**src/rtl/dii_event_packetizer_pkg.sv**
```systemverilog
// DII flit definitions shared by the event packetizer and its interface.
// Holds the flit struct, flit assembly helper and the FLAGS header field layout.
// Optional feature macro used by the packetizer: DII_PKTZ_TIMESTAMP_EN.
package dii_event_packetizer_pkg;

  // One flit on the DII interconnect.
  typedef struct packed {
    logic        valid;
    logic        last;
    logic [15:0] data;
  } dii_flit;

  // FLAGS header word layout.
  localparam int DII_FLAG_TYPE_MSB     = 15;
  localparam int DII_FLAG_TYPE_LSB     = 14;
  localparam int DII_FLAG_TYPE_SUB_MSB = 13;
  localparam int DII_FLAG_TYPE_SUB_LSB = 10;

  localparam logic [1:0] DII_TYPE_EVENT    = 2'b10;
  localparam logic [3:0] DII_TYPE_SUB_LAST = 4'h0;
  localparam logic [3:0] DII_TYPE_SUB_CONT = 4'h1;

  function automatic dii_flit dii_flit_assemble(input logic        valid,
                                                input logic        last,
                                                input logic [15:0] data);
    dii_flit f;
    f.valid = valid;
    f.last  = last;
    f.data  = data;
    return f;
  endfunction

  // FLAGS word of an event packet; low bits reserved as zero.
  function automatic logic [15:0] dii_event_flags(input logic [3:0] type_sub);
    logic [15:0] w;
    w = '0;
    w[DII_FLAG_TYPE_MSB:DII_FLAG_TYPE_LSB]         = DII_TYPE_EVENT;
    w[DII_FLAG_TYPE_SUB_MSB:DII_FLAG_TYPE_SUB_LSB] = type_sub;
    return w;
  endfunction

endpackage

```
**src/rtl/dii_event_packetizer_if.sv**
```systemverilog
// Event request, payload stream and flit output of the DII event packetizer.
// Handshakes: a transfer happens on a rising clk edge where valid and ready are
// both high; a source holds valid and its data steady until the transfer.
// master = packetizer side, slave = event source / interconnect side.
interface dii_event_packetizer_if #(
  parameter int LEN_W = 8
);
  import dii_event_packetizer_pkg::*;

  logic             evt_valid;
  logic             evt_ready;
  logic [15:0]      evt_dest;
  logic [LEN_W-1:0] evt_len;
  logic             data_valid;
  logic [15:0]      data;
  logic             data_ready;
  dii_flit          flit_out;
  logic             flit_out_ready;

  modport master (
    input  evt_valid, evt_dest, evt_len, data_valid, data, flit_out_ready,
    output evt_ready, data_ready, flit_out
  );

  modport slave (
    output evt_valid, evt_dest, evt_len, data_valid, data, flit_out_ready,
    input  evt_ready, data_ready, flit_out
  );

endinterface

```
**src/rtl/dii_event_packetizer.sv**
```systemverilog
// DII event packetizer: turns an event request plus 16-bit payload words into
// DEST/SRC/FLAGS headed flit packets, splitting long events into several packets.
// `define DII_PKTZ_TIMESTAMP_EN adds a free-running 32-bit timestamp sent as
// TS_LO/TS_HI after FLAGS in the first packet of each event.
module dii_event_packetizer
  import dii_event_packetizer_pkg::*;
#(
  parameter int MAX_PKT_LEN = 8,
  parameter int LEN_W       = 8
) (
  input  logic                   clk,
  input  logic                   rst,
  input  logic [15:0]            id,
  dii_event_packetizer_if.master bus,
  output logic                   busy,
  output logic [2:0]             state_dbg
);

  localparam int CNT_W = $clog2(MAX_PKT_LEN);
  localparam int CAP   = MAX_PKT_LEN - 3;
`ifdef DII_PKTZ_TIMESTAMP_EN
  localparam int CAP_FIRST = MAX_PKT_LEN - 5;
  typedef enum logic [2:0] {
    S_IDLE = 3'd0, S_DEST = 3'd1, S_SRC = 3'd2, S_FLAGS = 3'd3,
    S_TS_LO = 3'd4, S_TS_HI = 3'd5, S_PAYLOAD = 3'd6
  } state_t;
`else
  localparam int CAP_FIRST = CAP;
  typedef enum logic [2:0] {
    S_IDLE = 3'd0, S_DEST = 3'd1, S_SRC = 3'd2, S_FLAGS = 3'd3, S_PAYLOAD = 3'd4
  } state_t;
`endif

  state_t           state_q, state_d;
  logic [15:0]      dest_q;
  logic [LEN_W-1:0] rem_q;
  logic [CNT_W-1:0] cnt_q;
  logic             first_q;
  logic [LEN_W-1:0] cap_cur;
  logic             cont;
  logic             pay_last;
  logic             evt_fire;
  logic             pay_fire;

  // Payload capacity of the current packet, and whether more packets follow.
  always_comb begin
    cap_cur  = first_q ? LEN_W'(CAP_FIRST) : LEN_W'(CAP);
    cont     = rem_q > cap_cur;
    pay_last = (cnt_q == CNT_W'(cap_cur - LEN_W'(1))) || (rem_q == LEN_W'(1));
    evt_fire = (state_q == S_IDLE) && bus.evt_valid;
    pay_fire = (state_q == S_PAYLOAD) && bus.data_valid && bus.flit_out_ready;
  end

`ifdef DII_PKTZ_TIMESTAMP_EN
  logic [31:0] ts_cnt_q;
  logic [31:0] ts_q;

  // Free-running timestamp, captured when an event is accepted.
  always_ff @(posedge clk) begin
    if (rst) begin
      ts_cnt_q <= '0;
      ts_q     <= '0;
    end else begin
      ts_cnt_q <= ts_cnt_q + 32'd1;
      if (evt_fire) ts_q <= ts_cnt_q;
    end
  end
`endif

  // State register.
  always_ff @(posedge clk) begin
    if (rst) state_q <= S_IDLE;
    else     state_q <= state_d;
  end

  // Event latch, remaining word count and per-packet word count.
  always_ff @(posedge clk) begin
    if (rst) begin
      dest_q  <= '0;
      rem_q   <= '0;
      cnt_q   <= '0;
      first_q <= 1'b0;
    end else if (evt_fire) begin
      dest_q  <= bus.evt_dest;
      rem_q   <= bus.evt_len;
      cnt_q   <= '0;
      first_q <= 1'b1;
    end else if (pay_fire) begin
      rem_q <= rem_q - LEN_W'(1);
      if (pay_last) begin
        cnt_q   <= '0;
        first_q <= 1'b0;
      end else begin
        cnt_q <= cnt_q + CNT_W'(1);
      end
    end
  end

  // Next-state: header flits advance on flit_out_ready, payload on each accepted word.
  always_comb begin
    state_d = state_q;
    case (state_q)
      S_IDLE:  if (bus.evt_valid) state_d = S_DEST;
      S_DEST:  if (bus.flit_out_ready) state_d = S_SRC;
      S_SRC:   if (bus.flit_out_ready) state_d = S_FLAGS;
`ifdef DII_PKTZ_TIMESTAMP_EN
      S_FLAGS: if (bus.flit_out_ready) begin
        if (first_q)             state_d = S_TS_LO;
        else if (rem_q == '0)    state_d = S_IDLE;
        else                     state_d = S_PAYLOAD;
      end
      S_TS_LO: if (bus.flit_out_ready) state_d = S_TS_HI;
      S_TS_HI: if (bus.flit_out_ready) state_d = (rem_q == '0) ? S_IDLE : S_PAYLOAD;
`else
      S_FLAGS: if (bus.flit_out_ready) state_d = (rem_q == '0) ? S_IDLE : S_PAYLOAD;
`endif
      S_PAYLOAD: if (pay_fire && pay_last)
        state_d = (rem_q == LEN_W'(1)) ? S_IDLE : S_DEST;
      default: state_d = S_IDLE;
    endcase
  end

  // Outputs: header flits from registers, payload passed straight through.
  always_comb begin
    bus.evt_ready  = 1'b0;
    bus.data_ready = 1'b0;
    bus.flit_out   = '0;
    busy           = 1'b1;
    case (state_q)
      S_IDLE: begin
        bus.evt_ready = 1'b1;
        busy          = 1'b0;
      end
      S_DEST:  bus.flit_out = dii_flit_assemble(1'b1, 1'b0, dest_q);
      S_SRC:   bus.flit_out = dii_flit_assemble(1'b1, 1'b0, id);
`ifdef DII_PKTZ_TIMESTAMP_EN
      S_FLAGS: bus.flit_out = dii_flit_assemble(1'b1, (rem_q == '0) && !first_q,
        dii_event_flags(cont ? DII_TYPE_SUB_CONT : DII_TYPE_SUB_LAST));
      S_TS_LO: bus.flit_out = dii_flit_assemble(1'b1, 1'b0, ts_q[15:0]);
      S_TS_HI: bus.flit_out = dii_flit_assemble(1'b1, rem_q == '0, ts_q[31:16]);
`else
      S_FLAGS: bus.flit_out = dii_flit_assemble(1'b1, rem_q == '0,
        dii_event_flags(cont ? DII_TYPE_SUB_CONT : DII_TYPE_SUB_LAST));
`endif
      S_PAYLOAD: begin
        bus.flit_out   = dii_flit_assemble(bus.data_valid, pay_last, bus.data);
        bus.data_ready = bus.flit_out_ready;
      end
      default: bus.flit_out = '0;
    endcase
  end

  assign state_dbg = state_q;

endmodule

```
**src/flat_wrapper.sv**
```systemverilog
// flat-port wrapper written by rule: the top's interface ports become plain ports
module dii_event_packetizer_flat import dii_event_packetizer_pkg::*;
#(
  parameter int MAX_PKT_LEN = 8,
  parameter int LEN_W       = 8
)
  (clk, rst, id, busy, state_dbg, bus_evt_valid, bus_evt_dest, bus_evt_len, bus_data_valid, bus_data, bus_flit_out_ready, bus_evt_ready, bus_data_ready, bus_flit_out);
  dii_event_packetizer_if #(.LEN_W(LEN_W)) bus_i ();
  input  logic clk;
  input  logic rst;
  input  logic [15:0] id;
  output logic busy;
  output logic [2:0] state_dbg;
  input wire logic [$bits(bus_i.evt_valid)-1:0] bus_evt_valid;
  input wire logic [$bits(bus_i.evt_dest)-1:0] bus_evt_dest;
  input wire logic [$bits(bus_i.evt_len)-1:0] bus_evt_len;
  input wire logic [$bits(bus_i.data_valid)-1:0] bus_data_valid;
  input wire logic [$bits(bus_i.data)-1:0] bus_data;
  input wire logic [$bits(bus_i.flit_out_ready)-1:0] bus_flit_out_ready;
  output wire logic [$bits(bus_i.evt_ready)-1:0] bus_evt_ready;
  output wire logic [$bits(bus_i.data_ready)-1:0] bus_data_ready;
  output wire logic [$bits(bus_i.flit_out)-1:0] bus_flit_out;
  assign bus_i.evt_valid = bus_evt_valid;
  assign bus_i.evt_dest = bus_evt_dest;
  assign bus_i.evt_len = bus_evt_len;
  assign bus_i.data_valid = bus_data_valid;
  assign bus_i.data = bus_data;
  assign bus_i.flit_out_ready = bus_flit_out_ready;
  assign bus_evt_ready = bus_i.evt_ready;
  assign bus_data_ready = bus_i.data_ready;
  assign bus_flit_out = bus_i.flit_out;
  dii_event_packetizer #(.MAX_PKT_LEN(MAX_PKT_LEN), .LEN_W(LEN_W)) u_core (.clk(clk), .rst(rst), .id(id), .bus(bus_i), .busy(busy), .state_dbg(state_dbg));
endmodule
```
**config.mk**
```make
export PLATFORM = sky130hd
export DESIGN_NAME = dii_event_packetizer_flat
export DESIGN_NICKNAME = d
export VERILOG_FILES = /design/src/rtl/dii_event_packetizer_pkg.sv /design/src/rtl/dii_event_packetizer_if.sv /design/src/rtl/dii_event_packetizer.sv /design/src/flat_wrapper.sv
export SDC_FILE = /design/constraint.sdc
export NUM_CORES = 1
export LEC_CHECK = 0
export CAP_MARGIN = 15
export CELL_PAD_IN_SITES_DETAIL_PLACEMENT = 0
export CELL_PAD_IN_SITES_GLOBAL_PLACEMENT = 1
export CORE_ASPECT_RATIO = 0.9
export CORE_MARGIN = 1.5
export CORE_UTILIZATION = 32
export CTS_BUF_LIST = sky130_fd_sc_hd__clkbuf_2 sky130_fd_sc_hd__clkbuf_4 sky130_fd_sc_hd__clkbuf_8
export DETAILED_ROUTE_END_ITERATION = 8
export PLACE_DENSITY_LB_ADDON = 0.2
export SLEW_MARGIN = 20
export SYNTH_ARGS = -nofsm -noshare
export SYNTH_HDL_FRONTEND = slang
export SYNTH_SLANG_ARGS = --single-unit
```
**constraint.sdc**
```tcl
create_clock -name clk -period 2.3 [get_ports clk]
set_input_delay 0.23 -clock clk [delete_from_list [all_inputs] [get_ports clk]]
set_output_delay 0.23 -clock clk [all_outputs]
set_load 0.05 [all_outputs]
```
==> results of run 1 <==
==> cells by family (layout without fill, tap and decap cells) <==
group,count (synthesis),count (layout),synth area share (%)
xor+xnor,8,8,3.79
compound gates,71,71,25.7
mux,2,2,1.15
fa+ha+maj,5,5,3.39
flops,30,30,32.5
buf+inv,23,106,5.96
simple gates,103,103,27.5
==> sequential cells by signal, summed over array words and instances, names as in the netlist <==
name	flops
u_core.state_dbg	3
u_core.rem_q	8
u_core.dest_q	16
u_core.cnt_q	3
==> synthesized netlist by cell type, types with 2 or more instances <==
cell type	n
sky130_fd_sc_hd__nand4_1	3
sky130_fd_sc_hd__o21ai_0	3
sky130_fd_sc_hd__nand2_1	58
sky130_fd_sc_hd__dfxtp_1	30
sky130_fd_sc_hd__a21oi_1	20
sky130_fd_sc_hd__nand2b_1	3
sky130_fd_sc_hd__a211oi_2	6
sky130_fd_sc_hd__and2_1	3
sky130_fd_sc_hd__buf_2	7
sky130_fd_sc_hd__nor2b_1	2
sky130_fd_sc_hd__nand3_1	7
sky130_fd_sc_hd__o21ai_1	16
sky130_fd_sc_hd__clkbuf_1	8
sky130_fd_sc_hd__ha_1	5
sky130_fd_sc_hd__nand3b_1	3
sky130_fd_sc_hd__xor2_1	7
sky130_fd_sc_hd__nor2_1	14
sky130_fd_sc_hd__buf_4	2
sky130_fd_sc_hd__a21o_1	2
sky130_fd_sc_hd__a211oi_1	3
sky130_fd_sc_hd__inv_1	5
sky130_fd_sc_hd__a22oi_1	16
==> final cells by class <==
cell class              instances  area, um^2  area share (%)
flip-flops and latches         30         601            19.4
multi-input cells             189        1180            38.1
clock buffers                   6        82.6            2.66
well taps                      70        87.6            2.82
inverters                       5        18.8           0.605
repair buffers                 95        1130            36.5
==> layer usage <==
metal / share of wire [%] / up-vias / routed length [um] / track usage [%]
li1: - / 1010 / - / -
met1: 48 / 897 / 2620 / 23.5
met2: 46 / 58 / 2530 / 28.4
met3: 5.2 / 4 / 287 / 5.15
met4: 0.97 / 0 / 53 / 4.44
met5: 0 / - / 0 / 0
==> report_power, final <==
part	switching [W]	leakage, nW	internal, W
clock network	0.000181	0.0431	0.000230
registers	0.0000367	0.246	0.000564
logic	0.000373	0.836	0.000335
==> worst paths after layout <==
check,startpoint,to,slack [ps]
max,u_core.state_dbg[0],bus_flit_out[1],250
min,u_core.dest_q[10],u_core.dest_q[10],450
max reg2reg,u_core.state_dbg[0],u_core.rem_q[0],540
min reg2reg,u_core.dest_q[10],u_core.dest_q[10],450
==> metrics by stage <==
stage	std cells	setup slack [ps]
2_1_floorplan	242	-47.7
4_1_cts	395	235
6_report	395	250
3_5_place_dp	389	499
5_1_grt	395	134
3_3_place_gp	389	503
==> placed cells by master, fill, tap and decap left out, types with 2 or more instances in the layout <==
master                            count
sky130_fd_sc_hd__buf_4               12
sky130_fd_sc_hd__xor2_1               7
sky130_fd_sc_hd__nand2b_1             3
sky130_fd_sc_hd__nor2_1              14
sky130_fd_sc_hd__a211oi_1             3
sky130_fd_sc_hd__and2_1               3
sky130_fd_sc_hd__o21ai_2             10
sky130_fd_sc_hd__ha_1                 5
sky130_fd_sc_hd__nand4_1              3
sky130_fd_sc_hd__a21o_1               2
sky130_fd_sc_hd__nor2b_1              2
sky130_fd_sc_hd__clkbuf_8             6
sky130_fd_sc_hd__dfxtp_1             30
sky130_fd_sc_hd__o21ai_1              6
sky130_fd_sc_hd__nand3b_1             3
sky130_fd_sc_hd__a22oi_1             16
sky130_fd_sc_hd__o21ai_0              3
sky130_fd_sc_hd__nand2_1             58
sky130_fd_sc_hd__inv_1                5
sky130_fd_sc_hd__nand3_1              7
sky130_fd_sc_hd__buf_12              21
sky130_fd_sc_hd__clkdlybuf4s50_1     62
sky130_fd_sc_hd__a211oi_2             6
sky130_fd_sc_hd__a21oi_1             20
==> worst register-to-register path: stages, from the launching register on <==
cell and delay, ps:
sky130_fd_sc_hd__dfxtp_1 350, sky130_fd_sc_hd__buf_4 180, sky130_fd_sc_hd__nor3b_2 320, sky130_fd_sc_hd__buf_4 300
sky130_fd_sc_hd__and2_2 240, sky130_fd_sc_hd__xnor2_1 90, sky130_fd_sc_hd__a211oi_2 200
==> key figures, run 1 <==
Timing
  • Final Slew Violations: 0
  • Final critical path time including I/O delays and setup: 2050 ps
  • Final total negative setup slack: 0 ps
  • Fin Clk Skew: 4.61 ps
  • Min Hold Slack: 453 ps
  • Achievable clock frequency: 0.488 GHz
  • Setup repair after global routing missed its margin: false
  • Final critical-path share of the clock period: 89.1%
  • Actual slew at the worst max-slew pin: 599 ps
  • Count of final hold-check violations: 0
  • Max-Slew Margin vs Limit: 60.0%
  • Setup-violating endpoint count in the final report: 0

Floorplan
  • Die footprint: 0.00624 mm^2
  • Placement row count: 26
  • Width of the chip: 83.1 um
  • Die boundary height: 75.1 um
  • Number of top-level design ports: 85
  • Starting utilization of the core area: 32.8%
  • Total core area: 0.00563 mm^2

Setup path
  • Largest stage delay on the critical path: 350 ps
  • Critical Setup Path Class: reg -> out
  • Slowest-stage cell, CP: sky130_fd_sc_hd__dfxtp_1
  • Nature of the critical path endpoint: output pin
  • Top delay family on crit path: buffers and inverters
  • Cells along the critical path: buf_4 -> nor3b_2 -> buf_4 -> nand2_1 -> o21ai_1 -> buf_12
  • Worst r2r path cells: 6
  • Arrival time at the worst endpoint: 1820 ps
  • Critical-path maximum fanout: 18
  • Critical Path Most Common Cell: sky130_fd_sc_hd__buf_4
  • CP bufs+invs: 3
  • Type of element launching the critical path: flop
  • Required time reported for the critical path endpoint: 2070 ps
  • Number of cells on the critical path: 6

Detailed routing
  • Total via count after detailed routing: 1969
  • Avg WL per Cell: 13.9 um
  • Remaining routing DRC violations: 0
  • Via density per instance: 4.98
  • 1st-iter DRT viols: 84
  • WL final: 5490 um
  • Antenna-violating nets left: 0
  • DR pass1 iterations: 4

Min path
  • Classification of the worst-slack hold path: reg -> reg
  • Instance count along the most critical hold path: 2

Cells and area
  • Final core occ: 55.1%
  • Number of nets in the layout: 392
  • Number of fill cells: 535
  • Layout overhead on the synthesized area: 67.8%
  • Antenna diode count: 0
  • Fraction of final layout cells with drive strength greater than 1: 19.4%
  • Design area: 0.00310 mm^2

Placed design
  • Routability Congestion: 0.768
  • Standard cell area after detailed placement: 0.00302 mm^2
  • Post-DP HPWL: 4080 um
  • Number of I/O port buffers: 84

Synth
  • Average cell area after synthesis: 7.64 um^2
  • Area share of the largest cell type after synthesis: 32.5%
  • Ys Warns: 0
  • Mapped Area: 0.00185 mm^2
  • Post-synthesis register bit count: 30
  • Post-Synthesis Net Count: 308
  • Number of library cell types mapped by synthesis: 41
  • Sequential fraction of the synthesis area: 32.5%
  • Number of enable-type register cells in the synthesized netlist: 0
  • Number of cells produced by synthesis: 242
  • Commonest register cell after synthesis: sky130_fd_sc_hd__dfxtp_1
  • Largest area contributor in the netlist: sky130_fd_sc_hd__dfxtp_1
  • Post-synthesis async set-or-reset flop share: 0%
  • Cell types with the largest area share after synthesis: sky130_fd_sc_hd__dfxtp_1 32%, sky130_fd_sc_hd__nand2_1 12%, sky130_fd_sc_hd__a22oi_1 6.5%

GRT
  • Largest net degree at the start of global routing: 32
  • Total overflow reported by the global router: 0
  • Via count of the first global-routing pass: 1783
  • Wire length of the first global-routing pass: 8810 um
  • Global-route usage over all layers: 17.6%
  • Initial antenna violation count: 0

CTS
  • Clock transition time at the flip-flop clock pins of the worst setup and hold paths: 60 ps
  • Resize count post-CTS: 0
  • H-tree lvl count: 2
  • Clock tree from TritonCTS: done
  • Clock buffers created by TritonCTS: 5
  • Clock Tree Buf Depth: 2
  • Number of buffers added for setup after CTS: 0
  • Worst skew pair latency: 270 ps
  • CTS Root Buffer Type: sky130_fd_sc_hd__clkbuf_8
  • Clock sink total: 30
  • Hold_buf cts: 0

Pwr
  • Leakage power: 1.13 nW
  • Total power after layout: 0.00172 W
  • Power per unit of standard cell area: 555 mW/mm^2
  • VDD IR max: 0.381 mV

Job
  • Count of max-cap constraint violations: 0

Outcome
  • Status: finished, final reports clean
Note: power is estimated with default switching activity, not from simulation.
==> run 2, diff against run 1 <==
--- a/config.mk
+++ b/config.mk
@@ -10,7 +10,7 @@
 export CELL_PAD_IN_SITES_GLOBAL_PLACEMENT = 1
 export CORE_ASPECT_RATIO = 0.9
 export CORE_MARGIN = 1.5
-export CORE_UTILIZATION = 32
+export CORE_UTILIZATION = 25
 export CTS_BUF_LIST = sky130_fd_sc_hd__clkbuf_2 sky130_fd_sc_hd__clkbuf_4 sky130_fd_sc_hd__clkbuf_8
 export DETAILED_ROUTE_END_ITERATION = 8
 export PLACE_DENSITY_LB_ADDON = 0.2
@@ -18,3 +18,4 @@
 export SYNTH_ARGS = -nofsm -noshare
 export SYNTH_HDL_FRONTEND = slang
 export SYNTH_SLANG_ARGS = --single-unit
+export TNS_END_PERCENT = 100
==> constraint.sdc (replaced) <==
create_clock -name clk -period 2.3 [get_ports clk]
set_input_delay 0.46 -clock clk [delete_from_list [all_inputs] [get_ports clk]]
set_output_delay 0.46 -clock clk [all_outputs]
set_load 0.05 [all_outputs]
==> run 2 against run 1 <==
  * Clock skew shrank 2.4 ps
  * Routed wire length increased by 7.1%
  * Final cell count rose by 6.3%
  * Hold slack is essentially flat
  * Largest power group unchanged
  * Largest cell class unchanged
==> key figures, run 2 (same netlist as run 1, synthesis figures left out) <==
Pwr
  • Leakage power: 1.16 nW (+3.0%)
  • Switching Share: 33.1% (-1.2 points)
  • Sw power: 0.000620 W (+5.0%)
  • Power per unit of standard cell area: 578 mW/mm^2 (+4.2%)
  • Sequential fraction of design power: 32.0% (-2.9 points)
  • Logic gate share of total power: 38.7% (-2.5 points)
  • Design internal power: 0.00125 W (+11%)
  • Clock group share of total power: 29.2% (+5.3 points)
  • VDD IR max: 0.186 mV (-51%)

Timing
  • Achievable clock frequency: 0.455 GHz (-6.6%)
  • Max-Slew Margin vs Limit: 73.5% (+14 points)
  • Setup repair after global routing missed its margin: false
  • Worst Slack Setup Final: 104 ps (-145 ps)
  • Final critical-path share of the clock period: 95.5% (+6.3 points)
  • Final Slew Violations: 0 (unchanged)
  • Setup-violating endpoint count in the final report: 0 (unchanged)
  • Final critical path time including I/O delays and setup: 2200 ps (+145 ps)
  • Count of final hold-check violations: 0 (unchanged)
  • Min Hold Slack: 453 ps (+0.166 ps)
  • Fin Clk Skew: 2.22 ps (-2.38 ps)
  • Actual slew at the worst max-slew pin: 395 ps (-204 ps)

Detailed routing
  • Avg WL per Cell: 14.0 um (+0.70%)
  • DR pass1 iterations: 4 (unchanged)
  • Remaining routing DRC violations: 0 (unchanged)
  • Total via count after detailed routing: 1924 (-2.3%)
  • 1st-iter DRT viols: 80 (-4.8%)
  • Via density per instance: 4.58 (-8.1%)
  • Antenna-violating nets left: 0 (unchanged)
  • WL final: 5880 um (+7.1%)

Setup path
  • Largest stage delay on the critical path: 430 ps (+80 ps)
  • Type of element launching the critical path: flop
  • Nature of the critical path endpoint: output pin
  • Critical Setup Path Class: reg -> out
  • Required time reported for the critical path endpoint: 1840 ps (-230 ps)
  • Critical-path maximum fanout: 6 (-12)
  • Register-to-register setup slack: 600 ps (+60 ps)
  • Top delay family on crit path: compound AO/OA/AOI/OAI gates
  • Slowest-stage cell, CP: sky130_fd_sc_hd__nor4_4
  • CP bufs+invs: 1 (-2)
  • Arrival time at the worst endpoint: 1740 ps (-80 ps)
  • Cells along the critical path: nor4_4 -> a32oi_2 -> o22ai_2 -> buf_12

CTS
  • Clock tree from TritonCTS: done
  • Clock buffers created by TritonCTS: 5 (unchanged)
  • Clock transition time at the flip-flop clock pins of the worst setup and hold paths: 60 ps (about the same)
  • H-tree lvl count: 2 (unchanged)
  • CTS Root Buffer Type: sky130_fd_sc_hd__clkbuf_8
  • Number of buffers added for setup after CTS: 0 (unchanged)
  • Clock sink total: 30 (unchanged)
  • Worst skew pair latency: 280 ps (about the same)
  • Clock Tree Buf Depth: 2 (unchanged)

Cells and area
  • Antenna diode count: 0 (unchanged)
  • Number of cells in the finished layout apart from fillers: 420 (+6.3%)
  • Top reg by flops: u_core.dest_q
  • Fraction of final layout cells with drive strength greater than 1: 22.9% (+3.6 points)
  • Registers with the most flip-flops: u_core.dest_q x16, u_core.rem_q x8
  • Final core occ: 45.6% (-9.5 points)
  • Number of fill cells: 736 (+38%)
  • Design area: 0.00324 mm^2 (+4.6%)
  • Most used cells in the layout excluding fill and tap cells: 60 x sky130_fd_sc_hd__clkdlybuf4s50_1, 58 x sky130_fd_sc_hd__nand2_1, 29 x sky130_fd_sc_hd__dfxtp_1
  • Layout overhead on the synthesized area: 75.5%
  • Most common cell after layout, fill and taps aside: sky130_fd_sc_hd__clkdlybuf4s50_1
  • Number of nets in the layout: 393 (+0.26%)
  • Flip-flop count of the largest register, all copies and words added: 16 (unchanged)

GRT
  • Initial antenna violation count: 0 (unchanged)
  • Via count of the first global-routing pass: 1844 (+3.4%)
  • Largest net degree at the start of global routing: 32 (unchanged)
  • Total overflow reported by the global router: 0 (unchanged)
  • Wire length of the first global-routing pass: 9490 um (+7.7%)
  • Global-route usage over all layers: 15.4% (-2.1 points)

Placed design
  • Worst setup slack after placement: 260 ps (-239 ps)
  • Routability Congestion: 0.749 (-2.5%)
  • Number of I/O port buffers: 84 (unchanged)
  • Post-DP HPWL: 4440 um (+8.7%)
  • Number of instances in the placed design: 413 (+6.2%)
  • Standard cell area after detailed placement: 0.00313 mm^2 (+3.6%)

Floorplan
  • Total core area: 0.00711 mm^2 (+26%)
  • Starting utilization of the core area: 26.0% (-6.9 points)
  • Die boundary height: 84.6 um (+13%)
  • Placement row count: 29 (+12%)
  • Width of the chip: 93.6 um (+13%)
  • Die footprint: 0.00792 mm^2 (+27%)
  • Number of top-level design ports: 85 (unchanged)

Min path
  • Classification of the worst-slack hold path: reg -> reg

Job
  • Count of max-cap constraint violations: 0 (unchanged)

Outcome
  • Status: finished, final reports clean
==> run 2: cell types whose count changed in the layout (fill, tap and decap cells not counted), moves of 2 or more <==
| cell | before | now |
|---|---|---|
| sky130_fd_sc_hd__o21ai_4 | 0 | 7 |
| sky130_fd_sc_hd__buf_4 | 12 | 15 |
| sky130_fd_sc_hd__clkdlybuf4s50_1 | 62 | 60 |
| sky130_fd_sc_hd__o21ai_2 | 10 | 7 |
| sky130_fd_sc_hd__o21ai_1 | 6 | 2 |
==> run 2: what timing repair did <==
action | 4_1_cts | 5_1_grt
cloned | 0 | 0
pin swaps | 0 | 1
gates resized for setup | 1 | 0
hold buffers | 0 | 0
endpoints found under the setup margin | 1 | 1
==> run 2: per-stage QoR <==
step / setup TNS [ps] / power (W)
finish: 0 / 0.00187
CTS: 0 / 0.00189
global route: 0 / 0.00197
global placement: 0 / 0.00134
floorplan: -674 / 0.00101
detailed placement: 0 / 0.00134
==> run 2: worst reg2reg max path, delay by kind of cell (launching register included) <==
kind	cells	cell delay, ps
buf+inv	2	630
flops	1	430
compound gates	1	170
simple gates	3	400
==> run 2: metal layers <==
layer	global-route usage, %	share of wire, %
met5	0	0
met4	4.48	1.2
met3	3.17	4.7
met2	24.2	46
met1	21.4	48
==> run 2: final timing paths <==
check	startpoint	end	depth (start not counted)
worst max-delay path	u_core.rem_q[4]	bus_flit_out[16]	4
worst min-delay path	u_core.dest_q[11]	u_core.dest_q[11]	2
worst max register to register	u_core.state_dbg[2]	u_core.cnt_q[2]	6
worst min register to register	u_core.dest_q[11]	u_core.dest_q[11]	2
==> run 2: final cells by class <==
type | instances | area (um^2) | share of cell area, %
Multi-Input combinational cell | 189 | 1260 | 38.9
Timing Repair Buffer | 96 | 1130 | 35.0
Sequential cell | 30 | 602 | 18.6
Tap cell | 93 | 116 | 3.59
Clock buffer | 6 | 82.6 | 2.55
Clock inverter | 1 | 30.0 | 0.926
Inverter | 5 | 18.8 | 0.579
==> run 2: power groups by stage <==
stage / Sequential [W] / Combinational (W) / Clock, W
after floorplan: 0.000622 / 0.000391 / 0
after global placement: 0.000611 / 0.000728 / 0
after detailed placement: 0.000613 / 0.000731 / 0
after CTS: 0.000601 / 0.000734 / 0.000558
after global routing: 0.000607 / 0.000778 / 0.000582
final: 0.000600 / 0.000726 / 0.000548
